[config.mk]
export PLATFORM = sky130hd
export DESIGN_NAME = pwm_clk_divider_nch
export DESIGN_NICKNAME = d
export VERILOG_FILES = /design/src/rtl/pwm_clk_divider_nch.sv
export SDC_FILE = /design/constraint.sdc
export NUM_CORES = 1
export LEC_CHECK = 0
export ABC_AREA = 1
export BUFFER_PORTS_ARGS = -buffer_cell sky130_fd_sc_hd__buf_2
export CORE_ASPECT_RATIO = 0.7
export CORE_UTILIZATION = 60
export DETAILED_ROUTE_END_ITERATION = 6
export GPL_TIMING_DRIVEN = 0
export PLACE_DENSITY = 0.87
export SLEW_MARGIN = 20
export SYNTH_ARGS = -nofsm -noshare
export SYNTH_HDL_FRONTEND = slang
export SYNTH_SLANG_ARGS = --single-unit
[constraint.sdc]
create_clock -name clk -period 19.57 [get_ports clk]
set_clock_uncertainty 0.05 [all_clocks]
set_input_delay 3.914 -clock clk [delete_from_list [all_inputs] [get_ports clk]]
set_output_delay 3.914 -clock clk [all_outputs]
set_load 0.05 [all_outputs]
[src/rtl/pwm_clk_divider_nch.sv]
// -----------------------------------------------------------------------------
// pwm_clk_divider_nch
// Multi-channel programmable clock divider producing the per-leg PWM time
// bases. Each channel has its own counter and a shadowed divisor. A new
// divisor is loaded into the shadow register and only takes over at a period
// boundary, or immediately while the channel is idle, so a running carrier
// never sees a runt period.
//
// Ports:
//   clk         fabric clock
//   reset       asynchronous, active-high reset (released synchronously)
//   enable      per-channel run enable (0 = idle, outputs held low)
//   mode        per-channel output mode: 0 = toggle (div_clk), 1 = tick
//   divider     packed divisors, channel i at [i*DIV_W +: DIV_W]
//   phase       packed start counts, same packing as divider
//   load        per-channel strobe capturing the divider slice into the shadow
//   sync_start  restarts every enabled channel at its (clamped) phase
//   div_clk     divided clock in toggle mode, 0 in tick mode
//   tick        one-cycle terminal-count pulse in tick mode, 0 in toggle mode
//   upd_ack     one-cycle pulse when a pending shadow divisor becomes active
// -----------------------------------------------------------------------------
module pwm_clk_divider_nch #(
    parameter int NCH   = 4,
    parameter int DIV_W = 16
) (
    input  logic                 clk,
    input  logic                 reset,
    input  logic [NCH-1:0]       enable,
    input  logic [NCH-1:0]       mode,
    input  logic [NCH*DIV_W-1:0] divider,
    input  logic [NCH*DIV_W-1:0] phase,
    input  logic [NCH-1:0]       load,
    input  logic                 sync_start,
    output logic [NCH-1:0]       div_clk,
    output logic [NCH-1:0]       tick,
    output logic [NCH-1:0]       upd_ack
);

    // Reset asserts asynchronously through the set of both stages and is
    // released two clk edges after the input drops.
    logic [1:0] rst_pipe;
    logic       rst_int;

    always_ff @(posedge clk or posedge reset) begin
        if (reset) begin
            rst_pipe <= 2'b11;
        end else begin
            rst_pipe <= {rst_pipe[0], 1'b0};
        end
    end

    assign rst_int = rst_pipe[1];

    for (genvar i = 0; i < NCH; i++) begin : g_ch
        logic [DIV_W-1:0] cnt;
        logic [DIV_W-1:0] act_div;
        logic [DIV_W-1:0] shd_div;
        logic [DIV_W-1:0] div_in;
        logic [DIV_W-1:0] ph_in;
        logic [DIV_W-1:0] start_val;
        logic             pend;
        logic             out_q;
        logic             tick_q;
        logic             upd_q;
        logic             en_q;
        logic             tc;
        logic             start;

        assign div_in    = divider[i*DIV_W +: DIV_W];
        assign ph_in     = phase[i*DIV_W +: DIV_W];
        // Phase is clamped so cnt never starts above the active divisor.
        assign start_val = (ph_in > act_div) ? act_div : ph_in;
        assign tc        = (cnt == act_div);
        assign start     = enable[i] & (~en_q | sync_start);

        always_ff @(posedge clk or posedge rst_int) begin
            if (rst_int) begin
                cnt     <= '0;
                act_div <= '0;
                shd_div <= '0;
                pend    <= 1'b0;
                out_q   <= 1'b0;
                tick_q  <= 1'b0;
                upd_q   <= 1'b0;
                en_q    <= 1'b0;
            end else begin
                en_q   <= enable[i];
                tick_q <= 1'b0;
                upd_q  <= 1'b0;

                if (load[i]) begin
                    shd_div <= div_in;
                    pend    <= 1'b1;
                end

                if (!enable[i]) begin
                    cnt   <= '0;
                    out_q <= 1'b0;
                    // A load arriving in the same cycle stays pending and is
                    // applied on the following idle cycle.
                    if (pend) begin
                        act_div <= shd_div;
                        pend    <= load[i];
                        upd_q   <= 1'b1;
                    end
                end else if (start) begin
                    cnt   <= start_val;
                    out_q <= 1'b0;
                end else if (tc) begin
                    cnt <= '0;
                    if (mode[i]) begin
                        tick_q <= 1'b1;
                        out_q  <= 1'b0;
                    end else begin
                        out_q <= ~out_q;
                    end
                    // Load coincident with the boundary bypasses the shadow.
                    if (load[i]) begin
                        act_div <= div_in;
                        pend    <= 1'b0;
                        upd_q   <= 1'b1;
                    end else if (pend) begin
                        act_div <= shd_div;
                        pend    <= 1'b0;
                        upd_q   <= 1'b1;
                    end
                end else begin
                    cnt <= cnt + DIV_W'(1);
                    if (mode[i]) begin
                        out_q <= 1'b0;
                    end
                end
            end
        end

        assign div_clk[i] = out_q;
        assign tick[i]    = tick_q;
        assign upd_ack[i] = upd_q;
    end

endmodule
# Word-level counts from Yosys, hierarchy flattened
# Cells that the tools add are included.
dict set report totals {
  regBits 214
  inputBits 143
  output_inout_bits 12
  elab_cells 197
}
dict set report classes {
  n_addsub 4
  n_lt_le_gt_ge 4
  eq_ne 16
  mux 120
  bitwise 16
  n_reduce_logical 4
}
# operator n
set ops {}
lappend ops {{$mux W16} 36}
lappend ops {{$mux W1} 84}
lappend ops {{$add A16 B1 Y16 const B} 4}
lappend ops {{$eq A16 B16 Y1} 4}
lappend ops {{$gt A16 B16 Y1} 4}
lappend ops {{$ne A4 B1 Y1 const B} 4}
lappend ops {{$ne A2 B1 Y1 const B} 4}
lappend ops {{$ne A2 B2 Y1 const B} 4}
lappend ops {{$not A1 Y1} 8}
lappend ops {{$reduce_and A2 Y1} 4}
lappend ops {{$and A1 B1 Y1} 4}
lappend ops {{$or A1 B1 Y1} 4}

# Depth between registers and ports, before layout
# Gate-level depths: netlist (run 1).
dict set report logic_depth {
  ltp_word 6
  depth_mapped 16
  mapped_depth_nobuf 16
}

# Worst setup path before layout (run 1)
# Ideal clock, no wire load.
dict set report synth_timing {
  path_kind {input -> register}
  from {input phase[15]}
  to {register g_ch[0].cnt[10]}
  setup_time_ps 136
  arrival_time_ps 5206
  required_time_ps 19384
  slack_ps 14177
  cell_stages 9
  n_path_buf 1
  cell_sequence {ha_1 -> nand2_1 -> nor3_2 -> nand2_1 -> nand2_1 -> clkbuf_1 -> nand3_1 -> nand3_1 -> a21oi_1}
}
dict set report synth_via {
  elab_chain_len 4
}
# item line_no
set synth_rtl {}
lappend synth_rtl {{start, declared} 31} ;# input logic [NCH*DIV_W-1:0] phase,
lappend synth_rtl {{$gt A16 B16 Y1} 72} ;# assign start_val = (ph_in > act_div) ? act_div : ph_in;
lappend synth_rtl {{$mux W16} 72}
lappend synth_rtl {{$mux W16} 106} ;# end else if (start) begin
lappend synth_rtl {{$mux W16} 96} ;# if (!enable[i]) begin
lappend synth_rtl {{end signal, assigned} 107} ;# cnt <= start_val;
lappend synth_rtl {{end signal, assigned} 128} ;# cnt <= cnt + DIV_W'(1);
lappend synth_rtl {{end, declared} 55} ;# logic [DIV_W-1:0] cnt;
# Every way passes these cells.
# A chain may end at the register's enable or synchronous reset.

# Final worst setup path (run 1)
dict set report layout_timing {
  from {input phase[47]}
  to {register g_ch[2].cnt[6]}
}
dict set report layout_via {
  elab_chain_len 4
}
# item line_no
set layout_rtl {}
lappend layout_rtl {{$gt A16 B16 Y1} 72}
lappend layout_rtl {{$mux W16} 72}
lappend layout_rtl {{$mux W16} 106}
lappend layout_rtl {{$mux W16} 96}
lappend layout_rtl {{end signal, assigned} 107}
lappend layout_rtl {{end signal, assigned} 128}
lappend layout_rtl {{end, declared} 55}
# Every way passes these cells.

==> impl_metrics.csv, run 1 <==
group,metric,value,unit
clock_tree,numCtsBuffers,23,
setup_path,worstPathArrival,5.83,ns
synth,synth_warnings,0,
floorplan,core,23640,µm²
setup_path,slowest_stage,"nand3_1",
synth,synthTopCellsByCount,"372 x nand2_1, 272 x inv_1, 231 x nand3_1, 212 x dfrtp_1, 146 x a21oi_1",
grt,grt_usage,32.03,%
setup_path,crit_path_cell_trace,"buf_2 > ha_1 > nand2_1 > inv_1 > nand3_1 > nor2_1 > nand3_1 > nand2_2 > buf_2 > nand2_1 > nand3_1 > a21oi_1",
floorplan,num_io_pins,155,
setup_path,cp-end-kind,"flip-flop",
setup_path,reg2reg_to,"g_ch[3].cnt[9]",
drt,wl_per_cell,15.80,µm
floorplan,start_util,61.15,%
synth,synth_top_area_share,36.70,%
clock_tree,cts_root_buf,"clkbuf_16",
clock_tree,cts_max_level,1,
setup_path,cp_num_buf_inv,3,
clock_tree,path_clk_slew,0.07,ns
floorplan,rows,47,
timing,setup_viol,0,
setup_path,reg2reg_depth,10,
clock_tree,clk_latency,0.52,ns
drt,drt_wl_total,39400,µm
power_and_ir_drop,finalPower,1.346,mW
grt,grt_pass1_wl,65480,µm
synth,avgSynthCellArea,7.298,µm²
synth,synth.largest_area_cell,"dfrtp_1",
placed_design,hpwl,30230,µm
synth,synth_edf_count,0,
synth,synth.most_common_cell,"nand2_1",
placed_design,routabilityCongestion,0.9680,
drt,drtIter0Drc,1210,
power_and_ir_drop,leakage,8.185,nW
timing,finalCritPeriodShare,28.15,%
clock_tree,cts_sinks,214,
placed_design,io_buffers,152,
final_layout,multi_input_area,7481,µm²
setup_path,required,19.89,ns
timing,tightestPinTransition,0.5808,ns
synth,syn_nets,2192,
timing,finalHoldViolations,0,
setup_path,path_common_cell,"nand3_1",
power_and_ir_drop,powerDensity,82.01,nW/µm²
floorplan,die_area,24730,µm²
run,max-cap-violations,0,
clock_tree,hold_buffers,0,
setup_path,start_kind,"input port",
final_layout,final_cells,2494,
grt,antenna_found_initial,0,
synth,synth.distinct_cells,47,
synth,ys_seq_area_share,37.06,%
setup_path,critPathCapture,"g_ch[2].cnt[6]",
timing,slew_headroom,61.28,%
clock_tree,cts_tree,"built",
synth,syn-instance-count,1981,
timing,fin_setup_tns,0,ns
floorplan,dieHeight,131.9,µm
setup_path,cp-startpoint,"phase[47]",
setup_path,r2r_start,"g_ch[3].act_div[11]",
setup_path,regToRegSetupSlack,17.08,ns
drt,vias,14110,
final_layout,area_growth_syn_to_layout,13.51,%
clock_tree,cts_buffer_depth,3,
drt,via_per_inst,5.659,
setup_path,crit_path_max_fanout,10,
drt,drc_errors,0,
clock_tree,ctsResizeCount,0,
final_layout,fin_nets,2371,
final_layout,nFillCells,1994,
synth,synth_seq_cells,214,
power_and_ir_drop,vdd_drop_max,0.07354,mV
clock_tree,postCtsSetupRepairBufs,0,
timing,fmax,181.5,MHz
timing,whs,0.2241,ns
final_layout,final_layout_size_suffix_gt1_share,14.29,%
grt,grt_pass1_vias,13420,
setup_path,critPathTopFamily,"simple AND/OR/NAND/NOR gates",
worst_hold_path,hold_path.class,"flip-flop to asynchronous set/reset pin",
placed_design,dp_cells,2453,
timing,rsz0062_at_grt,"false",
grt,grt.overflow.total,0,
floorplan,fp.dieW,187.5,µm
drt,first_pass_iters,6,
setup_path,crit_type,"input port to flip-flop",
final_layout,diodes,0,
timing,min_period,5.509,ns
synth,netlist_area,14460,µm²
setup_path,cp_num_cells,12,
setup_path,cpPeakStageDelay,0.30,ns
grt,grt_start_max_net_pins,82,
synth,synthArstFlopShare,100.0,%
outcome,status,"complete, no violations",
synth,synth_area_leaders,"dfrtp_1 37%, nand2_1 9.7%, nand3_1 8.0%",
synth,synth_ff_type,"dfrtp_1",
final_layout,seqCellArea,5358,µm²
timing,finalMaxSlewViolations,0,
drt,ant_nets,0,
[cell type report]
type	instances	share of cell area, %
Buffer	101	3.286
Clock buffer	32	3.957
Clock inverter	9	0.5032
Inverter	287	6.618
Multi-Input combinational cell	1379	45.59
Sequential cell	214	32.65
Tap cell	318	2.425
Timing Repair Buffer	154	4.971
[stage by stage]
stage	utilization, %	setup slack (ns)	instance area (µm²)
finish	69.41	14.06	16410
global route	69.41	13.94	16410
CTS	69.41	14.15	16410
detailed placement	66.32	13.61	15680
global placement	66.05	11.04	15620
floorplan	-	13.40	14460
[routing by layer]
layer  part of all wire, %  routed length [µm]  GRT usage (%)  vias to the layer above
li1                      -                   -              -                     6807
met1                    46               18180          47.68                     6659
met2                    45               17540          49.79                      575
met3                   7.5                2950          4.339                       72
met4                   1.9                 734          7.136                        0
met5                     0                   0              0                        -
[worst min-delay path by stage]
stage                     start             endpoint  slack (ns)  cells after the start
CTS                 rst_pipe[1]  g_ch[1].shd_div[15]        0.25                      1
finish              rst_pipe[1]  g_ch[1].shd_div[15]        0.22                      1
global route        rst_pipe[1]  g_ch[1].shd_div[15]        0.26                      1
floorplan           rst_pipe[0]          rst_pipe[1]        0.30                      0
global placement    rst_pipe[0]          rst_pipe[1]        0.30                      0
detailed placement  rst_pipe[1]  g_ch[1].shd_div[15]        0.24                      1
[report_power, final]
group,leakage [nW],switching (mW),internal [mW]
Combinational,5.19,0.227,0.142
Sequential,2.64,0.0511,0.493
Clock,0.357,0.187,0.246
[logic make-up after synthesis]
logic type	Yosys count	synth area share [%]
muxes	5	0.3894
buffers and inverters	388	11.19
AOI/OAI and AO/OA	367	13.67
other	1	0.02594
DFF	214	37.06
adders and majority gates	68	5.885
xor gates and xnor gates	93	5.634
and+or+nand+nor	845	26.15
[placed cells by master, fill, tap and decap left out, types with 11 or more instances in the layout]
master     count
nor2_1       136
xnor2_1       57
clkbuf_1      56
o21ai_0      140
buf_4         14
ha_1          68
inv_1        271
inv_2         11
xor2_1        36
a21oi_1      146
o21ai_1       33
dfrtp_1      212
o21ai_2       17
nor3_1        13
nand2_1      372
buf_2        172
o22ai_1       14
nand4_1       51
clkbuf_16     23
nand3_1      231
[sequential cells by signal, summed over array words and instances (netlist names)]
name / flops
rst_pipe: 2
g_ch.upd_q: 4
g_ch.tick_q: 4
g_ch.shd_div: 64
g_ch.cnt: 64
g_ch.out_q: 4
g_ch.en_q: 4
g_ch.act_div: 64
g_ch.pend: 4
No activity file was read; power rests on OpenSTA's default activity.
==> inputs of run 2 (changes only) <==
clock period = 5.3 ns   (was 19.57 ns; I/O delays follow)
==> run 2 against run 1 <==
Against the previous run:
- global-route usage shrank 0.28 points
- hold slack improved by 0.00070 ns
- critical path depth stayed put
- critical path type unchanged
- largest cell class unchanged
- largest power group unchanged
- highest routed layer unchanged
==> impl_metrics.csv, run 2 (synthesized netlist as in run 1, its figures left out) <==
group,metric,value,unit
final_layout,diodes,0,
placed_design,io_buffers,152,
setup_path,crit_type,"input port to flip-flop",
timing,finalCritPeriodShare,50.32,%
final_layout,fin_nets,2375,
clock_tree,postCtsSetupRepairBufs,0,
timing,tightestPinTransition,0.5872,ns
timing,min_period,2.667,ns
final_layout,layout_common_cells,"372 x nand2_1, 271 x inv_1, 231 x nand3_1",
setup_path,r2r_start,"g_ch[2].act_div[15]",
grt,grt.overflow.total,0,
timing,finalHoldViolations,0,
clock_tree,cts_root_buf,"clkbuf_16",
clock_tree,cts_buffer_depth,3,
drt,wl_per_cell,15.69,µm
placed_design,dp_slack,2.187,ns
drt,drtIter0Drc,1379,
placed_design,routabilityCongestion,0.9536,
setup_path,cp_num_buf_inv,3,
setup_path,reg2reg_to,"g_ch[2].cnt[7]",
drt,drc_errors,0,
final_layout,nFillCells,1936,
floorplan,die_area,24730,µm²
clock_tree,ctsResizeCount,0,
clock_tree,cts_sinks,214,
floorplan,num_io_pins,155,
setup_path,crit_path_cell_trace,"buf_2 > ha_1 > nand2_1 > inv_1 > nand3_1 > nor2_1 > nand3_1 > nand2_2 > buf_2 > nand2_1 > nand3_1 > a21oi_1",
floorplan,start_util,61.15,%
power_and_ir_drop,leakage,8.226,nW
clock_tree,clk_latency,0.51,ns
grt,grt_usage,31.75,%
final_layout,layout_commonest_cell,"nand2_1",
drt,vias,14160,
setup_path,regToRegSetupSlack,2.79,ns
setup_path,start_kind,"input port",
power_and_ir_drop,vdd_drop_max,0.2137,mV
grt,grt_pass1_wl,64740,µm
drt,drt_wl_total,39190,µm
outcome,status,"complete, no violations",
setup_path,slowest_stage,"nand3_1",
clock_tree,cts_tree,"built",
floorplan,core,23640,µm²
timing,finalMaxSlewViolations,0,
setup_path,cp-startpoint,"phase[47]",
grt,antenna_found_initial,0,
timing,rsz0062_at_grt,"false",
grt,grt_start_max_net_pins,36,
final_layout,area_growth_syn_to_layout,14.23,%
timing,setup_viol,0,
setup_path,critPathCapture,"g_ch[2].cnt[7]",
setup_path,crit_path_max_fanout,10,
drt,first_pass_iters,7,
clock_tree,numCtsBuffers,22,
setup_path,required,5.61,ns
setup_path,cpPeakStageDelay,0.31,ns
timing,fmax,375.0,MHz
final_layout,final_layout_size_suffix_gt1_share,14.31,%
setup_path,reg2reg_depth,12,
run,max-cap-violations,0,
worst_hold_path,hold_path.class,"flip-flop to asynchronous set/reset pin",
final_layout,multi_input_area,7481,µm²
timing,fin_setup_tns,0,ns
clock_tree,path_clk_slew,0.07,ns
timing,slew_headroom,60.85,%
final_layout,top_regs,"g_ch.act_div (64), g_ch.cnt (64), g_ch.shd_div (64)",
clock_tree,hold_buffers,0,
setup_path,cp_num_cells,12,
final_layout,seqCellArea,5358,µm²
setup_path,path_common_cell,"nand3_1",
drt,via_per_inst,5.669,
floorplan,rows,47,
floorplan,fp.dieW,187.5,µm
timing,layout_setup_ws,2.633,ns
power_and_ir_drop,powerDensity,303.6,nW/µm²
grt,grt_pass1_vias,13120,
setup_path,worstPathArrival,2.98,ns
setup_path,cp-end-kind,"flip-flop",
floorplan,dieHeight,131.9,µm
drt,ant_nets,0,
setup_path,critPathTopFamily,"simple AND/OR/NAND/NOR gates",
power_and_ir_drop,finalPower,5.014,mW
placed_design,hpwl,30720,µm
clock_tree,cts_max_level,1,
-- run 2: cell count changes in the layout (fill, tap and decap cells not counted), sizes merged --
cell and delta:
bufinv +1, inv -3, clkinv -3, clkbuf +4
buf +5
-- run 2: per-stage QoR --
step	hold WS (ns)	instances	utilization, %	area, µm²
after global routing	0.2599	2498	69.85	16510
after CTS	0.2396	2498	69.85	16510
after detailed placement	0.2370	2458	66.69	15770
final	0.2248	2498	69.85	16510
after global placement	0.2966	2451	66.07	15620
after floorplan	0.2952	1981	-	14460
-- run 2: worst min path at each step --
stage,from,endpoint,cells after the start
after global routing,rst_pipe[1],g_ch[3].tick_q,1
after detailed placement,rst_pipe[1],g_ch[1].shd_div[2],1
final,rst_pipe[1],g_ch[3].tick_q,1
after CTS,rst_pipe[1],g_ch[1].shd_div[6],1
after global placement,rst_pipe[0],rst_pipe[1],0
after floorplan,rst_pipe[0],rst_pipe[1],0
-- run 2: final cells by class --
cell class                      count  area share (%)
Multi-Input combinational cell   1379           45.30
Sequential cell                   214           32.44
Inverter                          287           6.554
Timing Repair Buffer              159           5.501
Clock buffer                       36           4.084
Buffer                            101           3.266
Tap cell                          318           2.409
Clock inverter                      4          0.4395
-- run 2: power by group --
part | switching [mW] | total, mW | internal (mW)
Combinational | 0.842 | 1.38 | 0.535
Sequential | 0.190 | 2.01 | 1.82
Clock | 0.662 | 1.63 | 0.965
-- run 2: per-layer routing --
metal / part of all wire (%) / GRT usage (%)
met3: 8.7 / 4.312
met4: 1.8 / 6.233
met1: 46 / 47.81
met2: 44 / 49.09
met5: 0 / 0
==> inputs of run 3 (changes only) <==
ABC_AREA = 0   (was 1)
CORE_UTILIZATION = 59   (was 60)
clock period = 2.7 ns   (was 5.3 ns; I/O delays follow)
==> run 3 against run 2 <==
Against the previous run:
- sequential power increased by 110%
- die area shrank 9.4%
- setup slack worse by 2.5 ns
- core utilization is 1.6 points higher
- clock-buffer cell count down 3
==> impl_metrics.csv, run 3 <==
group,metric,value,unit
outcome,status,"complete, no violations",
floorplan,core,21030,µm²
final_layout,final_util,71.43,%
synth,synth_seq_cells,214,
timing,slew_headroom,49.04,%
grt,grt_pass1_wl,51520,µm
setup_path,required,3.02,ns
clock_tree,cts_root_buf,"clkbuf_16",
setup_path,crit_type,"flip-flop to flip-flop",
clock_tree,cts_sinks,214,
timing,min_period,2.582,ns
final_layout,fin_nets,1610,
setup_path,crit_path_cell_trace,"inv_1 > ha_1 > nand4_1 > or3_1 > a21o_1 > a31oi_4 > buf_12 > mux2i_1 > o22ai_1",
synth,syn-instance-count,1203,
placed_design,dp_cells,1637,
floorplan,start_util,61.16,%
timing,finalHoldViolations,0,
setup_path,start_kind,"flip-flop",
grt,grt_use_met1,42.95,%
setup_path,slowest_stage,"dfrtp_1",
timing,tightestPinTransition,0.7644,ns
timing,fmax,387.3,MHz
drt,drt_wl_total,32040,µm
floorplan,fp.dieW,178.5,µm
final_layout,top_regs,"g_ch.act_div (64), g_ch.cnt (64), g_ch.shd_div (64)",
drt,first_pass_iters,6,
grt,met2_usage,45.33,%
setup_path,reg2reg_depth,9,
synth,synth_top_area_share,41.25,%
setup_path,r2r_start,"g_ch[2].act_div[11]",
setup_path,reg2reg_to,"g_ch[2].cnt[12]",
synth,netlist_area,12860,µm²
worst_hold_path,min_path_cells,1,
final_layout,final_layout_size_suffix_gt1_share,23.50,%
drt,wl_per_cell,18.97,µm
grt,grt_start_max_net_pins,33,
synth,synthArstFlopShare,100.0,%
final_layout,nFillCells,1498,
run,max-cap-violations,0,
synth,synth.largest_area_cell,"dfrtp_1",
placed_design,hpwl,24160,µm
timing,rsz0062_at_grt,"false",
clock_tree,cts_buffer_depth,3,
setup_path,critPathTopFamily,"simple AND/OR/NAND/NOR gates",
synth,syn_nets,1414,
floorplan,rows,44,
placed_design,dp_slack,-0.3756,ns
power_and_ir_drop,powerDensity,661.7,nW/µm²
clock_tree,cts_max_level,1,
timing,finalCritPeriodShare,95.62,%
synth,synth.distinct_cells,55,
grt,grt.overflow.total,0,
setup_path,cp-end-kind,"flip-flop",
setup_path,cpPeakStageDelay,0.41,ns
final_layout,area_growth_syn_to_layout,16.79,%
grt,antenna_found_initial,0,
placed_design,io_buffers,150,
synth,synth_edf_count,0,
floorplan,dieHeight,125.5,µm
final_layout,layout_common_cells,"212 x dfrtp_1, 155 x buf_2, 140 x mux2i_1",
timing,layout_setup_ws,0.1181,ns
final_layout,diodes,0,
drt,vias,10180,
grt,use_met3,4.106,%
drt,drtIter0Drc,763,
setup_path,regToRegSetupSlack,0.12,ns
worst_hold_path,hold_start,"enable[3]",
worst_hold_path,whs_endpoint,"g_ch[3].en_q",
setup_path,worstPathArrival,2.90,ns
clock_tree,cts_tree,"built",
synth,synth.most_common_cell,"dfrtp_1",
drt,via_per_inst,6.025,
grt,grt_usage,28.98,%
synth,ys_seq_area_share,41.65,%
synth,synthTopCellsByCount,"212 x dfrtp_1, 140 x mux2i_1, 103 x nand2_1, 100 x xnor2_1, 71 x inv_1",
timing,finalMaxSlewViolations,0,
worst_hold_path,hold_path.class,"input port to flip-flop",
clock_tree,path_clk_slew,0.06,ns
clock_tree,numCtsBuffers,22,
synth,synth_ff_type,"dfrtp_1",
grt,grt_pass1_vias,10030,
power_and_ir_drop,vdd_drop_max,0.5220,mV
synth,synth_area_leaders,"dfrtp_1 41%, mux2i_1 11%, xnor2_1 6.8%",
final_layout,final_cells,1689,
placed_design,routabilityCongestion,0.9602,
drt,ant_nets,0,
final_layout,layout_commonest_cell,"dfrtp_1",
grt,grt_busiest_layer,"met2",
setup_path,crit_path_max_fanout,10,
synth,synth_warnings,0,
drt,drc_errors,0,
floorplan,die_area,22400,µm²
clock_tree,clk_latency,0.50,ns
setup_path,cp_num_buf_inv,2,
floorplan,num_io_pins,155,
synth,avgSynthCellArea,10.69,µm²
timing,whs,0.09983,ns
timing,fin_setup_tns,0,ns
timing,setup_viol,0,
power_and_ir_drop,leakage,7.049,nW
-- run 3: cell count changes in the layout (fill, tap and decap cells not counted), moves of 114 or more --
cell | previous run | this run
inv_1 | 271 | 70
nand2_1 | 372 | 103
mux2i_1 | 0 | 140
a21oi_1 | 146 | 32
o21ai_0 | 140 | 26
nor2_1 | 136 | 21
nand3_1 | 231 | 41
-- run 3: cell families after synthesis --
family,Yosys count,synth area share (%)
and+or+nand+nor,285,11.77
muxes,210,17.05
buffers and inverters,133,4.825
other,1,0.02915
DFF,214,41.65
adders and majority gates,68,6.615
AOI/OAI and AO/OA,168,9.611
xor gates and xnor gates,124,8.444
-- run 3: where the power goes --
| group | switching, mW | internal (mW) |
|---|---|---|
| sequential | 0.541 | 3.67 |
| combinational | 1.36 | 1.27 |
| clock | 1.26 | 1.83 |
-- run 3: layer usage --
layer	vias up	routed length, µm
met1	4988	14550
met3	43	2534
met5	-	0
li1	4710	-
met2	435	14360
met4	0	604
-- run 3: how the worst max path moves through the flow --
| stage | cells past startpoint | from | to |
|---|---|---|---|
| finish | 9 | g_ch[2].act_div[11] | g_ch[2].cnt[12] |
| global route | 8 | g_ch[0].act_div[14] | g_ch[0].cnt[14] |
| CTS | 9 | g_ch[2].act_div[11] | g_ch[2].cnt[12] |
| detailed placement | 7 | phase[14] | g_ch[0].cnt[7] |
| global placement | 1 | rst_pipe[1] | g_ch[1].cnt[2] |
| floorplan | 1 | rst_pipe[1] | g_ch[0].act_div[0] |
-- run 3: final cells by class --
class / instances / area [µm²] / share of cell area (%)
Clock inverter: 5 / 50.05 / 0.3332
Buffer: 62 / 361.6 / 2.407
Timing Repair Buffer: 172 / 1041 / 6.930
Multi-Input combinational cell: 856 / 6913 / 46.02
Inverter: 71 / 270.3 / 1.799
Tap cell: 276 / 345.3 / 2.299
Clock buffer: 33 / 683.2 / 4.548
Sequential cell: 214 / 5358 / 35.67
-- run 3: stage by stage --
| stage | cell area, µm² | power (mW) |
|---|---|---|
| floorplan | 12870 | 5.992 |
| global placement | 13960 | 6.596 |
| detailed placement | 14140 | 6.762 |
| CTS | 14900 | 9.882 |
| global route | 15020 | 10.42 |
| finish | 15020 | 9.940 |
-- run 3: worst reg2reg max path: stages, from the launching register on --
cell,delay (ns)
dfrtp_1,0.41
inv_1,0.09
ha_1,0.32
nand4_1,0.17
or3_1,0.40
a21o_1,0.18
a31oi_4,0.27
buf_12,0.18
mux2i_1,0.27
o22ai_1,0.12
-- run 3: timing repair --
action                                  in CTS  in global routing
hold buffers                                 1                  0
gates resized for setup                      2                 17
endpoints found under the hold margin        2                  0
pin swaps                                    0                  7
setup buffers                                0                 13
endpoints found under the setup margin      15                 46
